File: config.mk
export PLATFORM = sky130hd
export DESIGN_NAME = header_tx
export DESIGN_NICKNAME = d
export VERILOG_FILES = /design/src/rtl/header_tx.sv
export SDC_FILE = /design/constraint.sdc
export NUM_CORES = 1
export LEC_CHECK = 0
export BUFFER_PORTS_ARGS = -buffer_cell sky130_fd_sc_hd__buf_2
export CAP_MARGIN = 40
export CORE_UTILIZATION = 60
export DETAILED_ROUTE_END_ITERATION = 12
export PLACE_DENSITY = 0.88
export SYNTH_ARGS = -nofsm -noshare
export SYNTH_HDL_FRONTEND = slang
export SYNTH_SLANG_ARGS = --single-unit
File: constraint.sdc
create_clock -name clk_i -period 4.6 [get_ports clk_i]
set_input_delay 0.92 -clock clk_i [delete_from_list [all_inputs] [get_ports clk_i]]
set_output_delay 0.92 -clock clk_i [all_outputs]
set_load 0.03 [all_outputs]
File: src/rtl/header_tx.sv
// Transmit-side framer: sends each 16-bit bus word to a byte-wide UART as
// header, high byte, low byte, with a one-word holding buffer in front.
//
// state    | meaning
// ---------|---------------------------------------------------------------
// ST_IDLE  | no frame active; unloads the holding buffer when it is full
// ST_START | one-cycle tx_start_o pulse with the current byte on tx_byte_o
// ST_WAIT  | byte on the wire; waiting for tx_done_i
// ST_GAP   | inter-byte idle time after tx_done_i (only when GAP > 0)
module header_tx #(
    parameter logic [7:0]  HEADER = 8'h80,
    parameter int unsigned GAP    = 0
) (
    input  logic        clk_i,
    input  logic        rst_n_i,
    input  logic        io_stb_i,
    input  logic        io_we_i,
    input  logic [15:0] data_i,
    output logic        ready_o,
    output logic        busy_o,
    output logic [7:0]  tx_byte_o,
    output logic        tx_start_o,
    input  logic        tx_done_i,
    output logic        frame_done_o
);

    typedef enum logic [1:0] {
        ST_IDLE,
        ST_START,
        ST_WAIT,
        ST_GAP
    } state_t;

    localparam logic [7:0] GAP_CYC = 8'(GAP);

    state_t      state_q, state_d;
    logic [15:0] buf_q, buf_d;
    logic        buf_full_q, buf_full_d;
    logic [15:0] frame_q, frame_d;
    logic [1:0]  idx_q, idx_d;
    logic [7:0]  gap_q, gap_d;
    logic [7:0]  byte_q, byte_d;
    logic        advance;
    logic        accept;

    always_ff @(posedge clk_i or negedge rst_n_i) begin
        if (!rst_n_i) begin
            state_q    <= ST_IDLE;
            buf_q      <= 16'h0000;
            buf_full_q <= 1'b0;
            frame_q    <= 16'h0000;
            idx_q      <= 2'd0;
            gap_q      <= 8'd0;
            byte_q     <= 8'h00;
        end else begin
            state_q    <= state_d;
            buf_q      <= buf_d;
            buf_full_q <= buf_full_d;
            frame_q    <= frame_d;
            idx_q      <= idx_d;
            gap_q      <= gap_d;
            byte_q     <= byte_d;
        end
    end

    // Accept and unload are mutually exclusive: accept needs an empty buffer,
    // unload needs a full one, so a write racing the unload is simply refused.
    assign accept = io_stb_i & io_we_i & ~buf_full_q;

    always_comb begin
        state_d      = state_q;
        buf_d        = buf_q;
        buf_full_d   = buf_full_q;
        frame_d      = frame_q;
        idx_d        = idx_q;
        gap_d        = gap_q;
        byte_d       = byte_q;
        advance      = 1'b0;
        frame_done_o = 1'b0;

        if (accept) begin
            buf_d      = data_i;
            buf_full_d = 1'b1;
        end

        case (state_q)
            ST_IDLE: begin
                if (buf_full_q) begin
                    frame_d    = buf_q;
                    buf_full_d = 1'b0;
                    idx_d      = 2'd0;
                    byte_d     = HEADER;
                    state_d    = ST_START;
                end
            end
            ST_START: begin
                state_d = ST_WAIT;
            end
            ST_WAIT: begin
                if (tx_done_i) begin
                    frame_done_o = (idx_q == 2'd2);
                    if (GAP_CYC != 8'd0) begin
                        gap_d   = GAP_CYC;
                        state_d = ST_GAP;
                    end else begin
                        advance = 1'b1;
                    end
                end
            end
            ST_GAP: begin
                gap_d = gap_q - 8'd1;
                if (gap_q == 8'd1) begin
                    advance = 1'b1;
                end
            end
            default: begin
                state_d = ST_IDLE;
            end
        endcase

        // Common exit from WAIT/GAP: next byte of the frame, or back to idle.
        if (advance) begin
            if (idx_q == 2'd2) begin
                state_d = ST_IDLE;
            end else begin
                idx_d   = idx_q + 2'd1;
                byte_d  = (idx_q == 2'd0) ? frame_q[15:8] : frame_q[7:0];
                state_d = ST_START;
            end
        end
    end

    assign ready_o    = ~buf_full_q;
    assign busy_o     = (state_q != ST_IDLE);
    assign tx_start_o = (state_q == ST_START);
    assign tx_byte_o  = byte_q;

endmodule

==> results of run 1 <==
==> registers in the layout, summed over array words and instances (netlist names) <==
register / count
buf_full_q: 1
buf_q: 16
frame_q: 16
gap_q: 8
idx_q: 2
state_q: 2
tx_byte_o: 8
==> power groups by stage <==
stage,logic [mW],clock network (mW),registers (mW)
final,0.582,0.194,0.848
after CTS,0.586,0.196,0.847
after global routing,0.636,0.216,0.877
after floorplan,0.407,0,0.848
after global placement,0.542,0,0.836
after detailed placement,0.585,0,0.857
==> through the flow <==
step                 util  area (µm²)  setup slack [ns]  hold WS, ns
floorplan               -        2180              1.98        0.433
global placement    0.698        2380              1.99        0.445
detailed placement  0.704        2400              1.90        0.453
CTS                 0.719        2450              1.90        0.483
global route        0.719        2450              1.85        0.511
finish              0.719        2450              1.88        0.483
==> worst min-delay path by stage <==
stage / slack, ns / cells past startpoint / endpoint / startpoint
floorplan: 0.43 / 2 / frame_q[10] / buf_q[10]
global placement: 0.45 / 2 / frame_q[9] / buf_q[9]
detailed placement: 0.45 / 2 / frame_q[13] / buf_q[13]
CTS: 0.48 / 1 / gap_q[5] / gap_q[5]
global route: 0.51 / 2 / frame_q[13] / buf_q[13]
finish: 0.48 / 1 / gap_q[7] / gap_q[7]
==> layer usage <==
metal | track usage | vias up | wire (µm) | share of wire
met2 | 0.416 | 43 | 2140 | 0.52
met3 | 0.0515 | 12 | 146 | 0.035
met5 | 0 | - | 0 | 0
met4 | 0.0988 | 0 | 100 | 0.024
li1 | - | 683 | - | -
met1 | 0.296 | 742 | 1750 | 0.42
==> area by class of cell <==
type | instances | share of cell area
clock inverter | 2 | 0.00408
tap | 46 | 0.0234
multi-input combinational | 115 | 0.333
clock buffer | 6 | 0.0168
inverter | 4 | 0.00612
timing repair buffer | 34 | 0.0765
sequential | 53 | 0.540
==> cell usage in the layout (no fill, tap or decap), types with 3 or more instances in the layout <==
master	Yosys	layout
a21oi_1	10	10
a221o_1	7	7
buf_2	0	32
clkbuf_4	0	5
dfrtp_1	53	53
inv_1	4	4
mux2_2	24	24
nand2_1	37	37
nor2_1	7	7
o21ai_0	3	3
xor2_1	5	5
==> logic make-up (layout without fill, tap and decap cells) <==
logic type                 count (synthesis)  count (layout)  synth area share
muxes                                     25              25             0.129
and+or+nand+nor                           58              58             0.126
xor gates and xnor gates                   7               7            0.0282
buffers and inverters                      9              46            0.0155
DFF                                       53              53             0.609
adders and majority gates                  2               2            0.0115
AOI/OAI and AO/OA                         23              23            0.0805
==> impl_results.md, run 1 <==
- Outcome: completed
- Root Buffer: clkbuf_4
- Delay of the slowest cell on the worst path: 0.35 ns
- Rel. slew slack: 0.419
- Pre-antenna DRT Iters: 4
- Num CTS Buffers: 5
- Critical path endpoint: frame_done_o
- Synth-to-Final Area Change: 12.8%
- Sw Share: 0.380
- Sequential power share: 0.522
- Total congestion overflow: 0
- Site Rows: 21
- H-tree levels: 2
- Vias post-DR: 1480
- Avg WL per Cell: 15.9 µm
- Power per cell area: 662 nW/µm²
- Largest area contributor in the netlist: dfrtp_1
- Syn Std Cell Area: 2180 µm²
- Sw Pwr: 0.618 mW
- Cts hold-fix bufs: 0
- Final min period: 2.72 ns
- Setup TNS Final: 0 ns
- Mean Syn Cell Area: 12.3 µm²
- Cells after Synth: 177
- Endpoints failing setup: 0
- Die Y: 62.2 µm
- Layout Skew: 0.00868 ns
- Fin cells: 260
- Crit Path Class: in2out
- Maximum vdd drop: 0.000336 V
- Synth cell count leaders: dfrtp_1, nand2_1, mux2_2, a21oi_1
- Chip width: 62.2 µm
- Crit. End Element: output pin
- Count of different cell masters after synthesis: 27
- Global-route wire length before repair: 7.02 mm
- Fill cells: 246
- Synth top area share: 0.609
- FF+latch area: 1330 µm²
- CP most frequent cell: buf_2
- Crit path buf inv count: 2
- Post-synth EDFFs: 0
- Combinational share of power: 0.358
- Inst Count DP: 252
- Vias per inst: 5.69
- DR DRC count: 0
- WL final: 4.14 mm
- Worst-path maximum fanout: 11
- Fin. max-slew vios: 0
- FF-to-FF setup slack: 2.42 ns
- HPWL after DPL: 3.05 mm
- Post-CTS Setup Inserts: 0
- Final Cycle Share: 0.592
- Net count after synthesis: 200
- Clock transition at path regs: 0.13 ns
- Clk_lat worst skew: 0.37 ns
- Worst reg2reg path depth: 6
- Resize count post-CTS: 0
- Ant. Diodes: 0
- Final Hold Vio Count: 0
- Largest net degree at the start of global routing: 30
- Initial Util: 0.637
- Post-synthesis sequential area ratio: 0.609
- Area occupied by multi-input gates: 817 µm²
- Number of port buffers: 32
- Final Wtd Congestion: 0.833
- Vias in the first global route: 1452
- Die Area: 3870 µm²
- #FFs+latches synth: 53
- Clock power frac: 0.119
- Starting DRT DRC Count: 76
- CP delay by family, top: simple AND/OR/NAND/NOR gates
- Crit path depth: 4
- Synth top area cells: dfrtp_1, mux2_2, nand2_1, a221o_1, a21oi_1
- FF-to-FF Start: gap_q[1]
- Pleak: 1.19 nW
- Pwr Total: 1.62 mW
- Clk buf depth: 2
- Maxcap violations: 0
- Hold/Removal Path Class: reg2reg
- Worst Tran Pin Value: 0.869 ns
- Top_reg_cell synth: dfrtp_1
- Initial antenna violation count: 0
- Fmax: 367 MHz
- Core Area: 3420 µm²
- Cell-internal power: 1.01 mW
- Crit path launch: tx_done_i
- CP Data Arrival Time: 1.80 ns
- Io pins: 33
- CTS Sinks: 53
- Total GRT Usage: 0.242
- Req. time, crit path: 3.68 ns
- CP max stage cell: nand3b_1
- RSZ-0062 raised after global routing: false
- Startpoint types: input pin
- RR Endpoint: tx_byte_o[4]
- Yosys warnings: 0
- CTS tree: built
- Post-synth ARST share: 1.00
- Most numerous cell in the Yosys netlist: dfrtp_1
- CP Cell Sequence: buf_2, nand3b_1, nor2_1, buf_2
- Layout cell share with drive strength beyond 1: 0.327
- Nets: 236
- Post-detailed-route count of antenna-violating nets: 0
Power figures use the tool's default switching activity.
==> run 2, diff against run 1 <==
- ABC_AREA: default -> 1
- CORE_UTILIZATION: 60 -> 57
- PLACE_DENSITY: 0.88 -> 0.84
- clock period: 4.6 -> 2.6 ns (I/O delays scaled with it)
==> impl_results.md, run 2 <==
- Post-synthesis sequential area ratio: 0.538
- Most Crowded Layer GR: met2
- Ant. Diodes: 0
- Nets: 366
- CTS tree: built
- Fin util: 0.686
- Final instance area: 2800 µm²
- RSZ-0062 raised after global routing: false
- Count of different cell masters after synthesis: 21
- Global-route wire length before repair: 7.84 mm
- Worst slack at placement: 0.909 ns
- Final WS setup: 0.625 ns
- Total GRT Usage: 0.231
- Startpoint types: flip-flop
- Largest net degree at the start of global routing: 43
- Layout Skew: 0.00762 ns
- Final Wtd Congestion: 0.772
- Hold_ws: 0.118 ns
- Maxcap violations: 0
- Pleak: 1.55 nW
- Root Buffer: clkbuf_8
- #FFs+latches synth: 53
- Final Hold Vio Count: 0
- Outcome: completed
- Post-synth ARST share: 1.00
- CTS Sinks: 53
- Synth cell count leaders: nand2_1, dfrtp_1, inv_1, nor2_1, nand3_1
- Initial antenna violation count: 0
- Setup TNS Final: 0 ns
- GRT met2 Usage: 0.406
- Mean Syn Cell Area: 7.98 µm²
- Clock transition at path regs: 0.10 ns
- Num CTS Buffers: 5
- Synth top area share: 0.538
- Post-synth EDFFs: 0
- Area after DPL: 2670 µm²
- M1 GR Usage: 0.276
- Cts hold-fix bufs: 0
- Clk_lat worst skew: 0.31 ns
- Commonest non-fill, non-tap cell in the layout: nand2_1
- Fin cells: 394
- Vias in the first global route: 1885
- Initial Util: 0.603
- Chip width: 67.8 µm
- Vias per inst: 5.01
- Crit path launch: idx_q[1]
- Crit. End Element: output pin
- Cells after Synth: 309
- DR DRC count: 0
- Worst Tran Pin Value: 0.688 ns
- Clk buf depth: 2
- Inst Count DP: 386
- Yosys warnings: 0
- Met3 Use GR: 0.0659
- Fmax: 506 MHz
- Avg WL per Cell: 11.4 µm
- Site Rows: 23
- Endpoints failing setup: 0
- Io pins: 33
- Pre-antenna DRT Iters: 5
- Most frequent cells in the layout: nand2_1, dfrtp_1, inv_1, nor2_1, buf_2
- Fin. max-slew vios: 0
- Starting DRT DRC Count: 167
- Total congestion overflow: 0
- Net count after synthesis: 332
- Rel. slew slack: 0.540
- Final min period: 1.97 ns
- Layout cell share with drive strength beyond 1: 0.166
- Number of port buffers: 32
- Vias post-DR: 1974
- Die Area: 4590 µm²
- WL final: 4.48 mm
- Most numerous cell in the Yosys netlist: nand2_1
- Synth-to-Final Area Change: 13.6%
- Die Y: 67.8 µm
- Final Cycle Share: 0.759
- CP Data Arrival Time: 1.45 ns
- Worst-path maximum fanout: 10
- Post-CTS Setup Inserts: 0
- Core Area: 4090 µm²
- HPWL after DPL: 3.16 mm
- Post-detailed-route count of antenna-violating nets: 0
- Largest area contributor in the netlist: dfrtp_1
- Req. time, crit path: 2.08 ns
- Biggest regs: buf_q x16, frame_q x16
- Resize count post-CTS: 0
- H-tree levels: 2
- FF-to-FF Start: state_q[1]
- Top_reg_cell synth: dfrtp_1
- Synth top area cells: dfrtp_1, nand2_1, inv_1, nor2_1, nand3_1
- Pwr Total: 3.54 mW
- Syn Std Cell Area: 2470 µm²
- Maximum vdd drop: 0.000641 V
- Crit Path Class: reg2out
- Power per cell area: 1260 nW/µm²
- Hold/Removal Path Class: in2async
==> run 2: cell types whose count changed after synthesis, sizes merged, moves of 5 or more <==
cell	change
o21ai	+20
inv	+37
nand2	+55
nor2	+33
nand3	+24
buf	+9
a21oi	+6
mux2	-24
clkbuf	-5
a221o	-7
==> run 2: layout make-up <==
class                      instances  area, µm²
inverter                          41        154
timing repair buffer              36        190
multi-input combinational        206        932
tap                               50       62.6
clock inverter                     3       68.8
clock buffer                       5       68.8
fill                             350       1280
sequential                        53       1330
==> run 2: worst max-delay path, cell delays in order, from the launching register on <==
cell and delay (ns):
dfrtp_1 0.43, inv_2 0.08, nor2_4 0.20, inv_2 0.13, nor2_1 0.10, buf_2 0.20
==> run 2: kinds of logic after synthesis <==
family                   after synthesis  synth area share
adder cells (fa/ha/maj)                2            0.0101
AND/OR/NAND/NOR                      161             0.273
buffers and inverters                 50            0.0842
XOR/XNOR                               4            0.0142
flip-flops                            53             0.538
AO/OA/AOI/OAI                         39            0.0807
==> run 2: per-layer routing <==
layer,part of all wire,wire (µm)
met1,0.46,2070
met2,0.49,2170
met3,0.045,201
met4,0.0074,33
met5,0,0
==> run 2: final timing paths <==
kind / end / slack [ns] / depth (start not counted)
max reg2reg: tx_byte_o[5] / 0.87 / 6
min: state_q[0] / 0.12 / 1
max in group asynchronous: buf_q[12] / 1.89 / 2
min reg2reg: gap_q[6] / 0.49 / 1
max: frame_done_o / 0.63 / 5
min in group clk_i: buf_q[10] / 0.46 / 3
==> run 2: power by group <==
group | total, mW | internal, mW | switching (mW)
clock | 0.660 | 0.387 | 0.273
combinational | 1.43 | 0.476 | 0.954
sequential | 1.45 | 1.22 | 0.225
==> run 3, diff against run 2 <==
- CORE_UTILIZATION: 57 -> 51
- PLACE_DENSITY: 0.84 -> 0.8
- clock period: 2.6 -> 1.6 ns (I/O delays scaled with it)
==> impl_results.md, run 3 (synthesized netlist as in run 2, its figures left out) <==
- Post-detailed-route count of antenna-violating nets: 0
- Fin cells: 403
- Biggest regs: buf_q x16, frame_q x16
- Clk_lat worst skew: 0.31 ns
- Most frequent cells in the layout: nand2_1, dfrtp_1, inv_1, nor2_1, buf_2
- Site Rows: 24
- Met3 Use GR: 0.0506
- Number of port buffers: 32
- CP most frequent cell: nor2_4
- Vias per inst: 5.06
- Io pins: 33
- Layout Skew: 0.00428 ns
- Worst Tran Pin Value: 0.344 ns
- Final instance area: 2850 µm²
- WL final: 4.70 mm
- Area after DPL: 2710 µm²
- CTS Sinks: 53
- Vias in the first global route: 2042
- Chip width: 71.5 µm
- Die Area: 5120 µm²
- Clk buf depth: 2
- Synth-to-Final Area Change: 15.7%
- Die Y: 71.5 µm
- Final min period: 1.56 ns
- Power per cell area: 1960 nW/µm²
- Delay of the slowest cell on the worst path: 0.45 ns
- Nets: 373
- Outcome: completed
- Final Cycle Share: 0.974
- CTS tree: built
- Vias post-DR: 2039
- Global-route wire length before repair: 8.55 mm
- Fmax: 641 MHz
- Final Hold Vio Count: 0
- Initial Util: 0.547
- CP Cell Sequence: nor2_4, inv_4, nor2_4, buf_6
- Setup TNS Final: 0 ns
- Core Area: 4500 µm²
- Num CTS Buffers: 5
- CP Data Arrival Time: 1.24 ns
- Pwr Total: 5.60 mW
- Inst Count DP: 392
- Pre-antenna DRT Iters: 4
- H-tree levels: 2
- GRT met2 Usage: 0.375
- RSZ-0062 raised after global routing: true
- Hold_ws: 0.250 ns
- Maximum vdd drop: 0.000843 V
- CP max stage cell: dfrtp_1
- Avg WL per Cell: 11.7 µm
- Worst-path maximum fanout: 10
- Req. time, crit path: 1.28 ns
- Commonest non-fill, non-tap cell in the layout: nand2_1
- Maxcap violations: 0
- Startpoint types: flip-flop
- Crit. End Element: output pin
- Initial antenna violation count: 0
- Largest net degree at the start of global routing: 45
- Total GRT Usage: 0.213
- M1 GR Usage: 0.254
- Endpoints failing setup: 0
- Hold/Removal Path Class: in2reg
- Layout cell share with drive strength beyond 1: 0.188
- Pleak: 1.56 nW
- DR DRC count: 0
- Ant. Diodes: 0
- Root Buffer: clkbuf_8
- Fin. max-slew vios: 0
- Final Wtd Congestion: 0.852
- Rel. slew slack: 0.770
- Crit Path Class: reg2out
- Total congestion overflow: 0
- Clock transition at path regs: 0.10 ns
- Starting DRT DRC Count: 122
- HPWL after DPL: 3.39 mm
- Most Crowded Layer GR: met2
==> run 3: repair_timing <==
item | CTS | global route
resized for setup | 2 | 6
pin swaps | 0 | 1
buffers inserted | 2 | 0
endpoints found under the hold margin | 9 | 0
hold buffers | 1 | 0
setup endpoints to repair | 1 | 2
==> run 3: metrics by stage <==
step	setup WS, ns	util
2_1_floorplan	0.0908	-
3_3_place_gp	0.271	0.602
3_5_place_dp	0.200	0.602
4_1_cts	0.00700	0.628
5_1_grt	-0.00488	0.633
6_report	0.0408	0.633
==> run 3: worst paths after layout <==
path | from | to | slack [ns] | depth (start not counted)
worst max-delay path | idx_q[0] | frame_done_o | 0.04 | 4
worst min-delay path | data_i[2] | buf_q[2] | 0.25 | 3
min in group asynchronous | rst_n_i | gap_q[4] | 0.39 | 2
max in group asynchronous | rst_n_i | state_q[1] | 0.71 | 3
worst min register to register | gap_q[6] | gap_q[6] | 0.47 | 1
worst max register to register | gap_q[1] | tx_byte_o[5] | 0.18 | 7
==> run 3: per-layer routing <==
metal | vias up | part of all wire | wire (µm)
met5 | - | 0 | 0
met4 | 0 | 0.019 | 87
met3 | 10 | 0.044 | 209
met2 | 53 | 0.49 | 2300
met1 | 939 | 0.45 | 2100
li1 | 1037 | - | -
==> run 3: where the power goes <==
part	total, mW	internal, mW	switching [mW]
Clock	0.757	0.311	0.446
Sequential	2.37	1.98	0.382
Combinational	2.48	0.868	1.61
==> run 3: area by class of cell <==
class	instances	area (µm²)
Fill cell	394	1650
Clock inverter	3	21.3
Inverter	41	156
Clock buffer	5	68.8
Sequential cell	53	1330
Multi-Input combinational cell	206	950
Timing Repair Buffer	43	264
Tap cell	52	65.1
==> run 3: worst max-delay path: cells and delay by family, from the launching register on <==
family / cells / cell delay (ns)
buffers and inverters: 2 / 0.21
DFF: 1 / 0.45
and+or+nand+nor: 2 / 0.28
